### src/rtl/aes_pipe_batch_driver.sv
`default_nettype none
// ============================================================================
// Module   : aes_pipe_batch_driver
// Purpose  : Writes a counter-derived plaintext batch into the AES core input
//            FIFO, fires encrypt go, drains and XOR-digests the ciphertexts.
// Options  : AES_DRIVER_TIMEOUT_EN compiles in the DRAIN watchdog (err_code 3)
// Revision : 1.0
// ============================================================================
module aes_pipe_batch_driver #(
   parameter int pMAX_COUNT = 512,
   parameter int pTIMEOUT   = 4096
) (
   input  logic          clk,
   input  logic          rst_n,
   input  logic          start,
   input  logic [15:0]   count,
   input  logic [127:0]  pt_base,
   output logic          busy,
   output logic          done,
   output logic          error,
   output logic [1:0]    err_code,
   output logic [127:0]  digest,
   output logic [127:0]  last_ct,
   output logic [15:0]   rd_count,
   output logic          pipe_write_data,
   output logic [127:0]  pipe_data_i,
   output logic          pipe_encrypt_go,
   output logic          pipe_read_data,
   input  logic [127:0]  pipe_data_o,
   input  logic          pipe_fifo_out_empty,
   input  logic [3:0]    pipe_fifo_errors,
   output logic          pipe_clear_fifo_errors
);

   localparam logic [16:0] c_MAX_COUNT   = 17'(pMAX_COUNT);
   localparam logic [1:0]  c_ERR_FIFO    = 2'd1;
   localparam logic [1:0]  c_ERR_COUNT   = 2'd2;

   typedef enum logic [2:0] {
      S_IDLE  = 3'd0,
      S_CLEAR = 3'd1,
      S_WRITE = 3'd2,
      S_GO    = 3'd3,
      S_DRAIN = 3'd4,
      S_DONE  = 3'd5,
      S_ERROR = 3'd6
   } state_t;

   state_t        state_q, state_d;
   logic [15:0]   cnt_q, cnt_d;
   logic [15:0]   wr_cnt_q, wr_cnt_d;
   logic [15:0]   rd_count_q, rd_count_d;
   logic [127:0]  data_q, data_d;
   logic [127:0]  digest_q, digest_d;
   logic [127:0]  last_ct_q, last_ct_d;
   logic [1:0]    err_code_q, err_code_d;
   logic          busy_q, busy_d;
   logic          done_q, done_d;
   logic          error_q, error_d;
   logic          wr_q, wr_d;
   logic          go_q, go_d;
   logic          rd_q, rd_d;
   logic          clr_q, clr_d;
   logic          cap_q, cap_d;

   logic          w_count_ok;
   logic          w_fifo_err;
   logic          w_more_reads;

`ifdef AES_DRIVER_TIMEOUT_EN
   localparam logic [1:0] c_ERR_TIMEOUT = 2'd3;
   logic [15:0]   wd_q, wd_d;
   logic          tick_q, tick_d;
   logic          w_timeout;

   assign w_timeout = (wd_q == 16'(pTIMEOUT));
`else
   logic          w_unused_timeout;
   assign w_unused_timeout = ^pTIMEOUT;
`endif

   assign w_count_ok   = (count != 16'd0) && ({1'b0, count} <= c_MAX_COUNT);
   assign w_fifo_err   = |pipe_fifo_errors;
   // Reads already committed = captured + the one whose data arrives this cycle.
   assign w_more_reads = (({1'b0, rd_count_q} + {16'd0, cap_q}) < {1'b0, cnt_q});

   always_comb begin
      state_d    = state_q;
      cnt_d      = cnt_q;
      wr_cnt_d   = wr_cnt_q;
      rd_count_d = rd_count_q;
      data_d     = data_q;
      digest_d   = digest_q;
      last_ct_d  = last_ct_q;
      err_code_d = err_code_q;
      done_d     = 1'b0;
      wr_d       = 1'b0;
      go_d       = 1'b0;
      rd_d       = 1'b0;
      clr_d      = 1'b0;
      cap_d      = rd_q;

      case (state_q)
         S_IDLE, S_ERROR: begin
            if (start) begin
               if (w_count_ok) begin
                  state_d    = S_CLEAR;
                  clr_d      = 1'b1;
                  cnt_d      = count;
                  data_d     = pt_base;
                  digest_d   = '0;
                  last_ct_d  = '0;
                  rd_count_d = '0;
                  err_code_d = 2'd0;
               end else begin
                  state_d    = S_ERROR;
                  err_code_d = c_ERR_COUNT;
               end
            end
         end
         S_CLEAR: begin
            state_d  = S_WRITE;
            wr_d     = 1'b1;
            wr_cnt_d = '0;
         end
         S_WRITE: begin
            if (w_fifo_err) begin
               state_d    = S_ERROR;
               err_code_d = c_ERR_FIFO;
            end else begin
               wr_cnt_d = wr_cnt_q + 16'd1;
               data_d   = data_q + 128'd1;
               if (wr_cnt_d == cnt_q) begin
                  state_d = S_GO;
                  go_d    = 1'b1;
               end else begin
                  wr_d = 1'b1;
               end
            end
         end
         S_GO: begin
            if (w_fifo_err) begin
               state_d    = S_ERROR;
               err_code_d = c_ERR_FIFO;
            end else begin
               state_d = S_DRAIN;
            end
         end
         S_DRAIN: begin
            if (w_fifo_err) begin
               state_d    = S_ERROR;
               err_code_d = c_ERR_FIFO;
            end else begin
               if (cap_q) begin
                  digest_d   = digest_q ^ pipe_data_o;
                  last_ct_d  = pipe_data_o;
                  rd_count_d = rd_count_q + 16'd1;
                  if (rd_count_d == cnt_q) begin
                     state_d = S_DONE;
                     done_d  = 1'b1;
                  end
               end
`ifdef AES_DRIVER_TIMEOUT_EN
               else if (w_timeout) begin
                  state_d    = S_ERROR;
                  err_code_d = c_ERR_TIMEOUT;
               end
`endif
               // Skipping the cycle after a strobe lets the empty flag settle.
               if ((state_d == S_DRAIN) && !rd_q && !pipe_fifo_out_empty && w_more_reads) begin
                  rd_d = 1'b1;
               end
            end
         end
         S_DONE: begin
            state_d = S_IDLE;
         end
         default: begin
            state_d = S_IDLE;
         end
      endcase

      error_d = (state_d == S_ERROR);
      busy_d  = (state_d == S_CLEAR) || (state_d == S_WRITE) ||
                (state_d == S_GO)    || (state_d == S_DRAIN);
   end

`ifdef AES_DRIVER_TIMEOUT_EN
   always_comb begin
      wd_d   = wd_q;
      tick_d = tick_q;
      if ((state_q == S_GO) || ((state_q == S_DRAIN) && cap_q)) begin
         wd_d   = '0;
         tick_d = 1'b0;
      end else if (state_q == S_DRAIN) begin
         tick_d = ~tick_q;
         if (tick_q) begin
            wd_d = wd_q + 16'd1;
         end
      end
   end

   always_ff @(posedge clk or negedge rst_n) begin
      if (!rst_n) begin
         wd_q   <= '0;
         tick_q <= 1'b0;
      end else begin
         wd_q   <= wd_d;
         tick_q <= tick_d;
      end
   end
`endif

   always_ff @(posedge clk or negedge rst_n) begin
      if (!rst_n) begin
         state_q    <= S_IDLE;
         cnt_q      <= '0;
         wr_cnt_q   <= '0;
         rd_count_q <= '0;
         data_q     <= '0;
         digest_q   <= '0;
         last_ct_q  <= '0;
         err_code_q <= '0;
         busy_q     <= 1'b0;
         done_q     <= 1'b0;
         error_q    <= 1'b0;
         wr_q       <= 1'b0;
         go_q       <= 1'b0;
         rd_q       <= 1'b0;
         clr_q      <= 1'b0;
         cap_q      <= 1'b0;
      end else begin
         state_q    <= state_d;
         cnt_q      <= cnt_d;
         wr_cnt_q   <= wr_cnt_d;
         rd_count_q <= rd_count_d;
         data_q     <= data_d;
         digest_q   <= digest_d;
         last_ct_q  <= last_ct_d;
         err_code_q <= err_code_d;
         busy_q     <= busy_d;
         done_q     <= done_d;
         error_q    <= error_d;
         wr_q       <= wr_d;
         go_q       <= go_d;
         rd_q       <= rd_d;
         clr_q      <= clr_d;
         cap_q      <= cap_d;
      end
   end

   assign busy                   = busy_q;
   assign done                   = done_q;
   assign error                  = error_q;
   assign err_code               = err_code_q;
   assign digest                 = digest_q;
   assign last_ct                = last_ct_q;
   assign rd_count               = rd_count_q;
   assign pipe_write_data        = wr_q;
   assign pipe_data_i            = data_q;
   assign pipe_encrypt_go        = go_q;
   assign pipe_read_data         = rd_q;
   assign pipe_clear_fifo_errors = clr_q;

endmodule
`default_nettype wire

### config.mk
export PLATFORM = sky130hd
export DESIGN_NAME = aes_pipe_batch_driver
export DESIGN_NICKNAME = d
export VERILOG_FILES = /design/src/rtl/aes_pipe_batch_driver.sv
export SDC_FILE = /design/constraint.sdc
export NUM_CORES = 1
export LEC_CHECK = 0
export CAP_MARGIN = 40
export CORE_AREA = 3 3 270 272
export CTS_CLUSTER_DIAMETER = 100
export DETAILED_ROUTE_END_ITERATION = 10
export DIE_AREA = 0 0 273 275
export GPL_ROUTABILITY_DRIVEN = 1
export SKIP_LAST_GASP = 1
export SLEW_MARGIN = 20
export SYNTH_ARGS = -nofsm -noshare
export SYNTH_HDL_FRONTEND = slang
export SYNTH_SLANG_ARGS = --single-unit
### constraint.sdc
create_clock -name clk -period 7.56 [get_ports clk]
set_input_delay 0.756 -clock clk [delete_from_list [all_inputs] [get_ports clk]]
set_output_delay 0.756 -clock clk [all_outputs]
set_load 0.02 [all_outputs]
# After elaboration in Yosys (flattened, before gate mapping)
# Cells that the tools add are included.
word_totals:
  ff_bits: 445
  latch_bits: 0
  ram_bits: 0
  romBits: 0
  output_inout_bits: 409
  elab_cells: 115
  n_memories: 0
op_classes:
  n_addsub: 4
  multipliers: 0
  div_mod_pow: 0
  order_cmp: 2
  n_eq_ne: 19
  shift: 0
  n_mux: 50
  bitwise_logic: 1
  reduce_logical: 23
op_table:
  columns: ["cell", "n"]
  rows:
  - ["$mux 128", 9]
  - ["$pmux 128 s2", 3]
  - ["$add 128x1->128 const B", 1]
  - ["$xor 128x128->128", 1]
  - ["$mux 16", 5]
  - ["$pmux 16 s2", 2]
  - ["$add 16x1->16 const B", 2]
  - ["$eq 16x16->1", 2]
  - ["$mux 3", 9]
  - ["$add 16x1->17", 1]
  - ["$lt 17x16->1", 1]
  - ["$le 16x10->1 const B", 1]
  - ["$reduce_bool 16->1", 1]
  - ["$eq 3x3->1 const B", 5]
  - ["$mux 1", 15]
  - ["$pmux 3 s5", 1]
  - ["$eq 3x2->1 const B", 4]
  - ["$ne 2x2->1 const B", 5]
  - ["$mux 2", 4]
  - ["$reduce_bool 2->1", 4]
  - ["$eq 3x1->1 const B", 2]
  - ["$reduce_and 3->1", 2]
  - ["$reduce_and 5->1", 1]
  - ["$logic_and 1x1->1", 4]
  - ["11 further kinds", 14]

# Longest topological paths before layout
# Gate-level depths: netlist of the first run.
logic_depth:
  ltp_word: 13
  ltp_mapped: 13
  ltp_nobuf: 12

# Worst setup path after synthesis of the first run
# Ideal clock, no wire load.
synth_timing:
  path_kind: "input to register"
  from: "input count[4]"
  to: "register data_q[117] (netlist: pipe_data_i[117])"
  setup_ps: 80
  t_arrival_ps: 3040
  t_required_ps: 7480
  slack_ps: 4440
  stages: 8
  n_path_buf: 2
  path_cell_list: "nor4_1 -> nand4_1 -> a2111oi_2 -> o21a_1 -> clkbuf_1 -> clkbuf_1 -> nand2_1 -> a2bb2oi_1"
synth_via:
  elab_chain_len: 4
  elab_cells_between_ends: 5
  cone_classes: "order compare (1); eq/ne (1); reduce/logical (3)"
synth_rtl:
  columns: ["item", "line_no", "rtl"]
  rows:
  - ["start: declaration", "16", "input logic [15:0] count,"]
  - ["$le 16x10->1 or $reduce_bool 16->1 (tied branches)", "82", "assign w_count_ok = (count != 16'd0) && ({1'b0, count} <= c_MAX_COUNT);"]
  - ["$logic_and 1x1->1 *", "82", null]
  - ["$ne 2x2->1 (no source line) *", null, null]
  - ["$reduce_and 4->1 (no source line) *", null, null]
  - ["end signal: assignment", "237", "data_q <= data_d;"]
  - ["end: declaration", "53", "logic [127:0] data_q, data_d;"]
# Mark *: on every way between the ends. The rest lies on a longest branch, timed or not.
# A chain may end at the register's enable or synchronous reset.

# Final worst setup path of the first run
layout_timing:
  from: "register data_q[55] (netlist: pipe_data_i[55])"
  to: "register data_q[111] (netlist: pipe_data_i[111])"
layout_via:
  elab_chain_len: 3
layout_rtl:
  columns: ["item", "line_no", "rtl"]
  rows:
  - ["$add 128x1->128", "132", "data_d = data_q + 128'd1;"]
  - ["$mux 128", "127", "if (w_fifo_err) begin"]
  - ["$pmux 128 s2", "103", "case (state_q)"]
# Every way passes these cells. The select of a mux whose other input is x is not followed.

==> results of run 1 <==
-- where the power goes --
group	internal, mW	switching, mW	total [mW]	leakage, nW
sequential	2.68	0.535	3.21	5.99
clock	1.36	1.06	2.42	0.780
combinational	0.967	1.17	2.14	7.22
-- Yosys cell counts (5+ instances only) --
master / instances / area [um2]
buf_1: 9 / 33.8
o21ai_0: 135 / 676
nor3_1: 49 / 245
or2_2: 6 / 37.5
nand2b_1: 6 / 37.5
o22ai_1: 54 / 338
nor4_1: 39 / 244
a2bb2oi_1: 26 / 228
dfrtp_1: 445 / 11100
xor2_1: 146 / 1280
a31oi_1: 15 / 93.8
or3_1: 27 / 169
or4_1: 13 / 97.6
and2_1: 11 / 68.8
o32ai_1: 10 / 87.6
ha_1: 20 / 250
inv_1: 41 / 154
nand2_1: 565 / 2120
a311oi_1: 5 / 43.8
clkbuf_1: 144 / 541
a41oi_1: 6 / 52.6
mux2i_1: 7 / 70.1
nand4_1: 63 / 394
nor2_1: 300 / 1130
and3_1: 29 / 181
xnor2_1: 40 / 350
o31ai_1: 23 / 173
a21o_1: 6 / 45.0
o21a_1: 6 / 45.0
o22a_1: 19 / 166
and4_1: 23 / 201
a21oi_1: 179 / 896
nand3_1: 105 / 526
-- per-layer routing --
layer	part of all wire	GRT usage	vias to the layer above
li1	-	-	10500
met1	0.41	0.313	11100
met2	0.47	0.399	957
met3	0.088	0.0752	145
met4	0.034	0.0916	2
met5	0.00013	0	-
-- logic make-up (layout without fill, tap and decap cells) --
group / after synthesis / in the layout / share of synthesized area
XOR/XNOR: 187 / 187 / 0.0723
AND/OR/NAND/NOR: 1263 / 1263 / 0.250
adder cells (fa/ha/maj): 20 / 20 / 0.0110
AO/OA/AOI/OAI: 534 / 534 / 0.143
buffers and inverters: 198 / 854 / 0.0326
flip-flops: 445 / 445 / 0.487
other: 0 / 11 / 0
multiplexers: 8 / 8 / 0.00356
-- flip-flops by register name, indices dropped and copies added (netlist names) --
signal                  count
digest                    128
last_ct                   128
pipe_data_i               128
cnt_q                      16
rd_count                   16
wr_cnt_q                   16
state_q                     3
err_code                    2
busy                        1
cap_q                       1
done                        1
error                       1
pipe_clear_fifo_errors      1
pipe_encrypt_go             1
pipe_read_data              1
pipe_write_data             1
-- per-stage QoR --
stage / utilization / instances / power, mW / cell area (um2) / hold slack [ps]
after global routing: 0.456 / 4272 / 8.11 / 32400 / 199
after CTS: 0.455 / 4255 / 7.80 / 32300 / 156
after floorplan: - / 2655 / 4.16 / 22800 / 460
final: 0.456 / 4272 / 7.77 / 32400 / 163
after global placement: 0.431 / 4158 / 5.33 / 30600 / 452
after detailed placement: 0.432 / 4165 / 5.36 / 30700 / 451
-- worst min path at each step --
stage             endpoint  depth (start not counted)
3_5_place_dp         cap_q                          0
3_3_place_gp         cap_q                          0
4_1_cts        wr_cnt_q[5]                          1
5_1_grt        wr_cnt_q[5]                          1
6_report       wr_cnt_q[5]                          1
2_1_floorplan         busy                          0
-- worst max-delay path, cell delays in order (launching register included) --
cell	delay [ps]
dfrtp_1	450
nand4_1	520
or4_1	800
or4_4	630
nor4_2	650
nand4_1	350
a21oi_1	230
a2bb2oi_1	160
-- area by class of cell --
| cell class | count | area (um2) | area share |
|---|---|---|---|
| clock buffers | 80 | 1490 | 0.0461 |
| diodes | 11 | 27.5 | 0.000850 |
| multi-input cells | 2012 | 11000 | 0.340 |
| flip-flops and latches | 445 | 11100 | 0.344 |
| well taps | 950 | 1190 | 0.0367 |
| repair buffers | 721 | 7250 | 0.224 |
| clock inverters | 10 | 97.6 | 0.00301 |
| inverters | 43 | 166 | 0.00514 |
==> insert_results.sql, run 1 <==
INSERT INTO impl_metrics (metric_group, metric, value, unit) VALUES
('route', 'per_cell_routed_wire_length', '22.6', 'um'),
('floorplanning', 'core_region_area', '71000', 'um2'),
('route', 'drt-pass1-iter-count', '6', ''),
('route', 'vias', '22700', ''),
('run_status', 'outcome', 'complete, no violations', ''),
('timing', 'finalWorstSetupSlack', '3670', 'ps'),
('global_routing', 'grt_max_degree', '163', ''),
('synth', 'synth.ff_latch_count', '445', ''),
('place', 'place.port_buffers', '688', ''),
('clocking', 'cts_hold_buffers', '0', ''),
('floorplanning', 'placementRows', '98', ''),
('synth', 'postSynthCellCount', '2655', ''),
('critical_path', 'rr_worst_depth', '7', ''),
('route', 'post-route-drc-count', '0', ''),
('global_routing', 'grt_antenna_before_repair', '12', ''),
('timing', 'period_share', '0.514', ''),
('place', 'gp_routability_congestion', '0.901', ''),
('global_routing', 'grt_usage', '0.247', ''),
('critical_path', 'reg2reg_slack', '3670', 'ps'),
('global_routing', 'first_global_vias', '21700', ''),
('clocking', 'cts_tree', 'yes', ''),
('synth', 'synth_area_per_cell', '8.61', 'um2'),
('route', 'dr.first_iter.drc_count', '2112', ''),
('place', 'sum_of_net_half_perimeters_after_detailed_placement', '71600', 'um'),
('critical_path', 'critical_path.max_fanout', '9', ''),
('clocking', 'numCtsBuffers', '50', ''),
('cells_and_area', 'drive_gt1_frac', '0.0417', ''),
('clocking', 'cts_root_buffer', 'clkbuf_16', ''),
('timing', 'layout_min_cycle_time', '3890', 'ps'),
('synth', 'synthesis.yosys.warnings', '0', ''),
('critical_path', 'critical_path_required', '8080', 'ps'),
('route', 'antenna_left', '0', ''),
('synth', 'synth-seq-area-share', '0.487', ''),
('critical_path', 'worst_setup_path_startpoint', 'pipe_data_i[55]', ''),
('clocking', 'htree_levels', '2', ''),
('critical_path', 'path_class', 'reg2reg', ''),
('global_routing', 'wire_length_of_the_first_global_routing_pass', '143000', 'um'),
('synth', 'netlist-cell-type-count', '75', ''),
('synth', 'synth_async_sr_flop_share', '1.00', ''),
('timing', 'slew_violations', '0', ''),
('timing', 'skew', '28.7', 'ps'),
('timing', 'timing.final.setup_violations', '0', ''),
('global_routing', 'globalRoute.totalOverflow', '0', ''),
('clocking', 'cts_post_setup_buffers_inserted', '0', ''),
('place', 'placement.setup.worst_slack', '2640', 'ps'),
('clocking', 'clock_insertion_delay_worst_skew', '610', 'ps'),
('critical_path', 'end_kind', 'flop', ''),
('critical_path', 'worstPathArrival', '4410', 'ps'),
('cells_and_area', 'final_cell_mix', '687 x clkdlybuf4s50_1, 564 x nand2_1, 445 x dfrtp_1, 298 x nor2_1, 179 x a21oi_1', ''),
('power_and_ir_drop', 'p_leak', '14.0', 'nW'),
('timing', 'clock.fmax', '257', 'MHz'),
('synth', 'synth_edf_count', '0', ''),
('timing', 'tightest_slew', '935', 'ps'),
('floorplanning', 'floorplan.die.height', '275', 'um'),
('floorplanning', 'dieWidth', '273', 'um'),
('floorplanning', 'die_area', '75100', 'um2'),
('hold_path', 'min-delay-path-class', 'in2async', ''),
('cells_and_area', 'design.final.nets', '3573', ''),
('floorplanning', 'floorplan.initialDensity', '0.322', ''),
('timing', 'maxSlewHeadroom', '0.377', ''),
('timing', 'rsz0062_at_grt', 'no', ''),
('cells_and_area', 'fillCellCount', '6973', ''),
('critical_path', 'setup.worst_path.start_class', 'flop', ''),
('synth', 'syn-num-nets', '2955', ''),
('clocking', 'cts.clk_slew.worst_paths', '60', 'ps'),
('power_and_ir_drop', 'p_per_area', '240', 'nW/um2'),
('synth', 'post_synth_instance_area', '22800', 'um2'),
('critical_path', 'timing.rr.start', 'pipe_data_i[55]', ''),
('route', 'total_wire_length', '96400', 'um'),
('timing', 'fin_setup_tns', '0', 'ps'),
('timing', 'final_hold_viol_count', '0', ''),
('clocking', 'max-clock-path-buffers', '3', ''),
('route', 'via_per_inst', '5.31', ''),
('clocking', 'cts_sinks', '445', ''),
('power_and_ir_drop', 'vdd_ir_drop_max', '0.160', 'mV'),
('cells_and_area', 'layout.cells.most_common', 'clkdlybuf4s50_1', ''),
('synth', 'synth_top_flop_cell', 'dfrtp_1', ''),
('critical_path', 'endpoint', 'pipe_data_i[111]', ''),
('floorplanning', 'floorplan.io_pins', '689', ''),
('job', 'count_of_max_cap_constraint_violations', '0', ''),
('clocking', 'postCtsResizedCells', '0', ''),
('cells_and_area', 'area.growth.synth_to_final', '41.7', '%'),
('critical_path', 'reg2reg_to', 'pipe_data_i[111]', '');
Note: power is estimated with default switching activity, not from simulation.
==> run 2: changes to the inputs <==
CORE_AREA = 3 3 264 266   (was 3 3 270 272)
DIE_AREA = 0 0 267 269   (was 0 0 273 275)
clock period = 3.3 ns   (was 7.56 ns; I/O delays follow)
==> insert_results.sql, run 2 (synthesis results as in run 1) <==
INSERT INTO impl_metrics (metric_group, metric, value, unit) VALUES
('route', 'drt-pass1-iter-count', '5', ''),
('route', 'vias', '23700', ''),
('clocking', 'cts.clk_slew.worst_paths', '60', 'ps'),
('cells_and_area', 'drive_gt1_frac', '0.0702', ''),
('timing', 'layout_min_cycle_time', '3170', 'ps'),
('power_and_ir_drop', 'comb_power_share', '0.284', ''),
('timing', 'timing.final.setup_violations', '0', ''),
('power_and_ir_drop', 'power_switching', '6.60', 'mW'),
('route', 'via_per_inst', '5.51', ''),
('timing', 'rsz0062_at_grt', 'no', ''),
('critical_path', 'end_kind', 'flop', ''),
('run_status', 'outcome', 'complete, no violations', ''),
('place', 'place.port_buffers', '688', ''),
('critical_path', 'setup.worst_path.start_class', 'flop', ''),
('timing', 'skew', '56.9', 'ps'),
('route', 'total_wire_length', '105000', 'um'),
('timing', 'slew_violations', '0', ''),
('global_routing', 'wire_length_of_the_first_global_routing_pass', '155000', 'um'),
('cells_and_area', 'design.final.nets', '3668', ''),
('cells_and_area', 'area.growth.synth_to_final', '45.7', '%'),
('critical_path', 'critical_path.max_fanout', '8', ''),
('floorplanning', 'core_region_area', '67300', 'um2'),
('floorplanning', 'die_area', '71800', 'um2'),
('clocking', 'cts_sinks', '445', ''),
('timing', 'fin_setup_tns', '0', 'ps'),
('global_routing', 'globalRoute.totalOverflow', '0', ''),
('cells_and_area', 'final_cell_mix', '687 x clkdlybuf4s50_1, 564 x nand2_1, 445 x dfrtp_1, 298 x nor2_1, 179 x a21oi_1', ''),
('cells_and_area', 'fin_util', '0.495', ''),
('timing', 'period_share', '0.961', ''),
('cells_and_area', 'fillCellCount', '6364', ''),
('route', 'antenna_left', '0', ''),
('route', 'dr.first_iter.drc_count', '2073', ''),
('floorplanning', 'floorplan.die.height', '269', 'um'),
('power_and_ir_drop', 'p_per_area', '554', 'nW/um2'),
('critical_path', 'worstPathArrival', '3720', 'ps'),
('power_and_ir_drop', 'p_leak', '14.6', 'nW'),
('floorplanning', 'floorplan.io_pins', '689', ''),
('clocking', 'clock_insertion_delay_worst_skew', '640', 'ps'),
('global_routing', 'grt_max_degree', '111', ''),
('power_and_ir_drop', 'pwr-share-seq', '0.396', ''),
('cells_and_area', 'layout.cells.most_common', 'clkdlybuf4s50_1', ''),
('timing', 'finalWorstSetupSlack', '128', 'ps'),
('global_routing', 'grt_usage', '0.284', ''),
('critical_path', 'path_class', 'reg2reg', ''),
('place', 'placement.setup.worst_slack', '-70.6', 'ps'),
('timing', 'tightest_slew', '701', 'ps'),
('power_and_ir_drop', 'design_power_total', '18.4', 'mW'),
('power_and_ir_drop', 'vdd_ir_drop_max', '0.435', 'mV'),
('clocking', 'cts_root_buffer', 'clkbuf_16', ''),
('clocking', 'numCtsBuffers', '53', ''),
('clocking', 'max-clock-path-buffers', '3', ''),
('power_and_ir_drop', 'int_pwr', '11.8', 'mW'),
('timing', 'final_hold_viol_count', '0', ''),
('power_and_ir_drop', 'clk_network_pwr_share', '0.319', ''),
('clocking', 'cts_tree', 'yes', ''),
('critical_path', 'critical_path_required', '3850', 'ps'),
('floorplanning', 'dieWidth', '267', 'um'),
('global_routing', 'first_global_vias', '23700', ''),
('route', 'per_cell_routed_wire_length', '24.5', 'um'),
('place', 'gp_routability_congestion', '0.966', ''),
('place', 'sum_of_net_half_perimeters_after_detailed_placement', '80800', 'um'),
('floorplanning', 'floorplan.initialDensity', '0.340', ''),
('global_routing', 'grt_antenna_before_repair', '16', ''),
('power_and_ir_drop', 'switching_share', '0.358', ''),
('floorplanning', 'placementRows', '95', ''),
('timing', 'clock.fmax', '315', 'MHz'),
('timing', 'maxSlewHeadroom', '0.529', ''),
('hold_path', 'min-delay-path-class', 'in2async', ''),
('clocking', 'htree_levels', '2', ''),
('route', 'post-route-drc-count', '0', ''),
('job', 'count_of_max_cap_constraint_violations', '0', '');
run 2: changes by cell type in the layout (fill, tap and decap cells not counted), moves of 3 or more:
cell       change
buf_16         -3
clkbuf_8       -3
buf_4         +84
buf_2          -3
clkbuf_2       -3
buf_12        +17
clkbuf_16      +3
clkbuf_1       -5
run 2: power by group through the flow:
stage	registers (mW)	clock network (mW)	logic [mW]
floorplan	7.74	0	1.79
global placement	7.34	0	5.16
detailed placement	7.37	0	5.22
CTS	7.27	5.99	5.24
global route	7.40	6.22	5.60
finish	7.31	5.89	5.24
run 2: repair_timing:
item,4_1_cts,5_1_grt
gates resized for setup,1,2
hold endpoints to repair,55,0
hold buffers,1,0
buffers inserted,0,0
gates cloned,0,0
setup endpoints to repair,1,3
run 2: through the flow:
step / instances / instance area [um2] / hold WS (ps)
final: 4291 / 33300 / 260
after detailed placement: 4185 / 31500 / 347
after global routing: 4291 / 33300 / 263
after floorplan: 2655 / 22800 / 34.4
after global placement: 4185 / 31500 / 344
after CTS: 4279 / 33300 / 243
run 2: worst paths after layout:
path | slack [ps] | start | to | cells after the start
worst max-delay path | 130 | pipe_data_i[44] | pipe_data_i[84] | 8
worst min-delay path | 260 | rst_n | error | 2
worst max register to register | 130 | pipe_data_i[44] | pipe_data_i[84] | 8
worst min register to register | 440 | pipe_read_data | cap_q | 0
max in group asynchronous | 2030 | rst_n | digest[90] | 4
min in group clk | 270 | pipe_data_o[83] | last_ct[83] | 3
run 2: final cells by class:
class                           count  area [um2]  area share
Antenna cell                       12        30.0    0.000902
Clock buffer                       75        1510      0.0453
Clock inverter                     18         226     0.00680
Inverter                           43         166     0.00500
Multi-Input combinational cell   2012       11000       0.331
Sequential cell                   445       11100       0.334
Tap cell                          873        1090      0.0328
Timing Repair Buffer              813        8110       0.244
run 2: critical path, cell delays in order, from the launching register on:
cell       delay, ps
dfrtp_1          470
nand4_1          200
or4_1            630
buf_4            210
nor2_1           370
nand2_1          320
or4_1            570
a21oi_1          160
a2bb2oi_1        160
run 2: routing by layer:
layer	part of all wire	global-route usage	routed length [um]	vias up
li1	-	-	-	10700
met1	0.39	0.353	41400	11700
met2	0.47	0.469	49800	1096
met3	0.091	0.0796	9550	185
met4	0.041	0.116	4260	4
met5	0.00019	0	20	-
